`config.mk`:
```
export PLATFORM = sky130hd
export DESIGN_NAME = switch_debouncer
export DESIGN_NICKNAME = d
export VERILOG_FILES = /design/src/rtl/switch_debouncer.sv
export SDC_FILE = /design/constraint.sdc
export NUM_CORES = 1
export LEC_CHECK = 0
export BUFFER_PORTS_ARGS = -buffer_cell sky130_fd_sc_hd__buf_2
export CAP_MARGIN = 25
export CORE_ASPECT_RATIO = 0.75
export CORE_MARGIN = 2
export CORE_UTILIZATION = 55
export DETAILED_ROUTE_END_ITERATION = 6
export PLACE_DENSITY_LB_ADDON = 0.15
export SYNTH_ARGS = -nofsm -noshare
export SYNTH_HDL_FRONTEND = slang
export SYNTH_SLANG_ARGS = --single-unit
```
`constraint.sdc`:
```
create_clock -name ClockIn -period 4.13 [get_ports ClockIn]
set_input_delay 0.2065 -clock ClockIn [delete_from_list [all_inputs] [get_ports ClockIn]]
set_output_delay 0.2065 -clock ClockIn [all_outputs]
set_load 0.03 [all_outputs]
```
`src/rtl/switch_debouncer.sv`:
```
// switch_debouncer
// Conditions the board slide switches for the counter datapath. Each raw
// level is brought into the ClockIn domain by a two-flop synchroniser. It is
// then debounced against a shared sample tick. The block produces a clean
// level per channel plus one-cycle rise/fall pulses and a combined Changed
// flag. Every output comes from a flop, so no path runs from RawIn to an
// output without a register in between.
module switch_debouncer #(
  parameter int WIDTH          = 3,
  parameter int TICK_DIV       = 50000,
  parameter int STABLE_SAMPLES = 10
) (
  input  logic             ClockIn,
  input  logic             Reset,
  input  logic [WIDTH-1:0] RawIn,
  output logic [WIDTH-1:0] Clean,
  output logic [WIDTH-1:0] Rise,
  output logic [WIDTH-1:0] Fall,
  output logic             Changed
);

  // Prescaler width is at least one bit. With TICK_DIV == 1 the register
  // stays at zero, so the tick is always asserted.
  localparam int PW = (TICK_DIV > 1) ? $clog2(TICK_DIV) : 1;
  // Stability counter only ever reaches STABLE_SAMPLES-1 before it is cleared.
  localparam int CW = $clog2(STABLE_SAMPLES + 1);

  localparam logic [PW-1:0] TICK_LAST   = PW'(TICK_DIV - 1);
  localparam logic [CW-1:0] STABLE_LAST = CW'(STABLE_SAMPLES - 1);

  logic [WIDTH-1:0]         sync1_q;
  logic [WIDTH-1:0]         sync2_q;
  logic [PW-1:0]            presc_q, presc_d;
  logic                     tick;
  logic [WIDTH-1:0][CW-1:0] cnt_q, cnt_d;
  logic [WIDTH-1:0]         clean_q, clean_d;
  logic [WIDTH-1:0]         rise_q, rise_d;
  logic [WIDTH-1:0]         fall_q, fall_d;
  logic                     changed_q, changed_d;

  // Two-flop synchroniser. Only sync2_q is seen by the debounce logic.
  always_ff @(posedge ClockIn) begin
    if (Reset) begin
      sync1_q <= '0;
      sync2_q <= '0;
    end else begin
      sync1_q <= RawIn;
      sync2_q <= sync1_q;
    end
  end

  // Sample tick fires on the last count of the prescaler and wraps it to zero.
  always_comb begin
    tick    = (presc_q == TICK_LAST);
    presc_d = tick ? '0 : presc_q + PW'(1);
  end

  // Per-channel debounce decision. Partial progress is dropped on any tick
  // that sees the synchronised level agree with Clean. Pulses default to
  // zero so that each one lasts a single ClockIn cycle.
  always_comb begin
    cnt_d   = cnt_q;
    clean_d = clean_q;
    rise_d  = '0;
    fall_d  = '0;
    if (tick) begin
      for (int i = 0; i < WIDTH; i++) begin
        if (sync2_q[i] == clean_q[i]) begin
          cnt_d[i] = '0;
        end else if (cnt_q[i] == STABLE_LAST) begin
          cnt_d[i]   = '0;
          clean_d[i] = sync2_q[i];
          rise_d[i]  = sync2_q[i];
          fall_d[i]  = ~sync2_q[i];
        end else begin
          cnt_d[i] = cnt_q[i] + CW'(1);
        end
      end
    end
    changed_d = |(rise_d | fall_d);
  end

  // State registers for the prescaler, the stability counters and the outputs.
  always_ff @(posedge ClockIn) begin
    if (Reset) begin
      presc_q   <= '0;
      cnt_q     <= '0;
      clean_q   <= '0;
      rise_q    <= '0;
      fall_q    <= '0;
      changed_q <= 1'b0;
    end else begin
      presc_q   <= presc_d;
      cnt_q     <= cnt_d;
      clean_q   <= clean_d;
      rise_q    <= rise_d;
      fall_q    <= fall_d;
      changed_q <= changed_d;
    end
  end

  assign Clean   = clean_q;
  assign Rise    = rise_q;
  assign Fall    = fall_q;
  assign Changed = changed_q;

endmodule

```
; Yosys cells after proc, flatten, opt, wreduce, memory -nomap -nowiden
; Index checks and enable logic that the tools add are counted.
[word_totals]
ff_bits = 44
input_bits = 5
output_inout_bits = 10
word_cells = 55
[classes]
n_addsub = 4
eq_ne = 7
mux = 20
bitwise = 7
reduce_logical = 5
[ops]
columns = cell, count
row1 = $mux 4, 6
row2 = $add 16x1->16 const B, 1
row3 = $eq 16x16->1 const B, 1
row4 = $add 4x1->4 const B, 3
row5 = $eq 4x4->1 const B, 3
row6 = $mux 1, 12
row7 = $reduce_and 3->1, 3
row8 = $mux 3, 2
row9 = $not 1->1, 6
row10 = $eq 1x1->1, 3
row11 = $or 3x3->3, 1
row12 = $reduce_or 3->1, 1
row13 = $reduce_or 2->1, 1

; Logic depth before layout (Yosys ltp)
[logic_depth]
ltp_word = 6
depth_mapped = 7

; Least setup slack after synthesis
; OpenSTA, ideal clock, no wires.
[synth_path]
path_kind = flip-flop to flip-flop
start = register presc_q[0]
end = register cnt_q[11] in the netlist's numbering
setup_ns = 0.070
t_arrival_ns = 1.581
setup_slack_ns = 2.479
stages_incl_launch_ff = 6
path_buffers = 0
synth_period_minus_slack_ns = 1.651
cell_sequence = dfxtp_1 ha_1 and4b_1 nand4_1 or4_1 a21oi_1
[synth_via]
elab_chain_cells = 1
[synth_rtl]
columns = item, line_no
row1 = from (decl), 33  ; logic [PW-1:0] presc_q, presc_d;
row2 = from (signal assigned), 93  ; presc_q <= presc_d;
row3 = $eq 16x16->1, 54  ; tick = (presc_q == TICK_LAST);
row4 = to (signal assigned), 94  ; cnt_q <= cnt_d;
row5 = to (decl), 35  ; logic [WIDTH-1:0][CW-1:0] cnt_q, cnt_d;
; No other way between the ends.
; A chain may end at the register's enable or synchronous reset.

; Worst setup path after layout
[layout_path]
start = register presc_q[0]
end = register cnt_q[7] in the netlist's numbering
; Same word-level chain as after synthesis.

==> flow_metrics.tcl <==
set metrics [dict create \
    vias 1522 \
    fin_skew_ns 0.00527 \
    ios 15 \
    ys_async_sr_fraction 0 \
    cp_max_fo 13 \
    grt_pass1_wl_microns 6330 \
    synth_edf_count 0 \
    synthFlopType "dfxtp_1" \
    dp_hpwl_microns 2640 \
    drive_above_1_share 0.101 \
    yosysWarnings 0 \
    hold_end "sync1_q[1]" \
    portBuffers 14 \
    grt_use_met3 0.0507 \
    slew_headroom 0.611 \
    path_clk_slew_ns 0.08 \
    hold_slack_ns 0.116 \
    slowest_delay_ns 0.64 \
    power.total_mw 0.725 \
    ys_seq_elements 44 \
    finalHoldViolCount 0 \
    grtUsageMet1 0.300 \
    via_per_inst 5.70 \
    dp_cells 259 \
    min-delay-start "RawIn[1]" \
    status "finished, final reports clean" \
    report.final.slew_viol_count 0 \
    r2r-end "cnt_q[7]" \
    cts_buffer_depth 2 \
    syn-num-nets 226 \
    synth.distinct_cells 30 \
    synth.top_cell.area_share 0.450 \
    p_per_area_nw_per_um2 341 \
    grt_overflow_total 0 \
    cts_max_level 2 \
    cp_cell_sequence "ha_1 > and4b_1 > nand4_1 > or4_1 > a21oi_1" \
    ir_drop_uv 217 \
    finalSetupTns_ns 0 \
    min_path_cells 2 \
    startpoint_type "flip-flop" \
    worst_slew_pin_slew_ns 0.582 \
    yosys.cell_count.top_type "dfxtp_1" \
    wl_microns 3700 \
    syn2layout_area_growth_pct 8.63 \
    critPathSlowestCell "or4_1" \
    row_count 18 \
    clock_latency_ns 0.29 \
    place_congestion 0.793 \
    grt_busiest_layer "met1" \
    dr.pass1.iters 4 \
    numCtsBuffers 5 \
    yosys-top-cells-area "dfxtp_1 45%, xnor2_1 6.3%, nor2_1 5.0%" \
    cts-root-buf "clkbuf_8" \
    min_period_over_period 0.524 \
    ctsResizeCount 0 \
    grt_antenna_before_repair 0 \
    clock_sinks 44 \
    die_h_microns 55.7 \
    path_class "reg2reg" \
    hold_path_class "in2reg" \
    synth_common_cells "44 x dfxtp_1, 26 x nor2_1, 14 x xnor2_1" \
    initial_core_util 0.584 \
    grt_max_degree 32 \
    fin_crit_ns 2.16 \
    maxCapViolCount 0 \
    cts_tree "done" \
    ys_seq_area_frac 0.450 \
    syn_area_per_cell_sq_um 9.15 \
    setup_viol 0 \
    drtAntennaViolNets 0 \
    drtIter0Drc 94 \
    synth_top_area_cell "dfxtp_1" \
    max_freq_mhz 462 \
    regArea_sq_um 881 \
    antenna_cells 0 \
    r2r-start "presc_q[0]" \
    r2r_setup_slack_ns 1.97 \
    grt_pass1_vias 1412 \
    instances_no_fill 267 \
    dieArea_sq_um 4060 \
    wire_per_inst_microns 13.9 \
    grt_util_all_layers 0.200 \
    required_ns 4.35 \
    nets 238 \
    reg2regPathDepth 5 \
    p_leak_nw 0.782 \
    die_w_microns 72.9 \
    core_sq_um 3360 \
    drc 0 \
    worst_slack_ns 1.97 \
    cts-hold-fix-buffers 0 \
    rsz0062_at_grt "no" \
    arrival_ns 2.39 \
    place_ws_ns 2.01 \
    cts_setup_buffers 0 \
    crit_path_end_kind "flip-flop" \
    multi_input_area_sq_um 1010 \
    syn-cell-area_sq_um 1960 \
    fillers 272 \
    synth_cells 214 \
    grt_util_met2 0.270 \
]
[final cells by class]
cell class / count / area share
Tap cell: 40 / 0.0235
Timing Repair Buffer: 14 / 0.0329
Sequential cell: 44 / 0.414
Multi-Input combinational cell: 155 / 0.476
Clock buffer: 8 / 0.0424
Inverter: 6 / 0.0106
[worst max-delay path: cells and delay by family (launching register included)]
kind / cells / cell delay, ns
fa+ha+maj: 1 / 0.28
flops: 1 / 0.37
simple gates: 3 / 1.30
compound gates: 1 / 0.15
[report_power, final]
group          internal [mW]  switching, mW  leakage, nW
combinational        0.00784         0.0127        0.380
sequential             0.429        0.00433        0.356
clock                  0.136          0.134       0.0455
total                  0.573          0.151        0.782
[how the worst max path moves through the flow]
| stage | startpoint | to | slack [ns] | cells after the start |
|---|---|---|---|---|
| 2_1_floorplan | presc_q[0] | cnt_q[11] | 2.48 | 5 |
| 6_report | presc_q[0] | cnt_q[7] | 1.97 | 5 |
| 3_3_place_gp | presc_q[11] | presc_q[7] | 2.06 | 4 |
| 5_1_grt | presc_q[3] | presc_q[15] | 1.66 | 4 |
| 4_1_cts | presc_q[0] | cnt_q[11] | 1.97 | 5 |
| 3_5_place_dp | presc_q[0] | cnt_q[11] | 2.01 | 5 |
[stage by stage]
stage / instance area [sq um] / util
6_report: 2130 / 0.634
3_3_place_gp: 2040 / 0.607
2_1_floorplan: 1960 / -
4_1_cts: 2130 / 0.634
3_5_place_dp: 2040 / 0.607
5_1_grt: 2130 / 0.634
[layer usage]
| layer | vias to the layer above | part of all wire |
|---|---|---|
| met1 | 711 | 0.53 |
| met2 | 27 | 0.41 |
| li1 | 777 | - |
| met5 | - | 0 |
| met3 | 7 | 0.041 |
| met4 | 0 | 0.016 |
[cell usage in the layout, fill, tap and decap left out, drive strengths merged, types with 5 or more instances in the layout]
cell / n
nand4: 6
nor4: 8
nor2b: 9
a21oi: 12
buf: 14
dfxtp: 44
nor2: 26
ha: 7
xnor2: 14
nand2: 8
inv: 6
o21ai: 9
nand3b: 6
nand3: 12
and3: 5
clkbuf: 8
[state kept, by name (all words and copies together) (netlist names)]
name	flops
Changed	1
Clean	3
Fall	3
Rise	3
cnt_q	12
presc_q	16
sync1_q	3
sync2_q	3
[logic make-up after synthesis]
kind of cell	count (synthesis)	share of synthesized area
AOI/OAI and AO/OA	25	0.0696
xor gates and xnor gates	17	0.0760
adders and majority gates	7	0.0447
buffers and inverters	15	0.0326
DFF	44	0.450
and+or+nand+nor	106	0.327
Note: power is estimated with default switching activity, not from simulation.
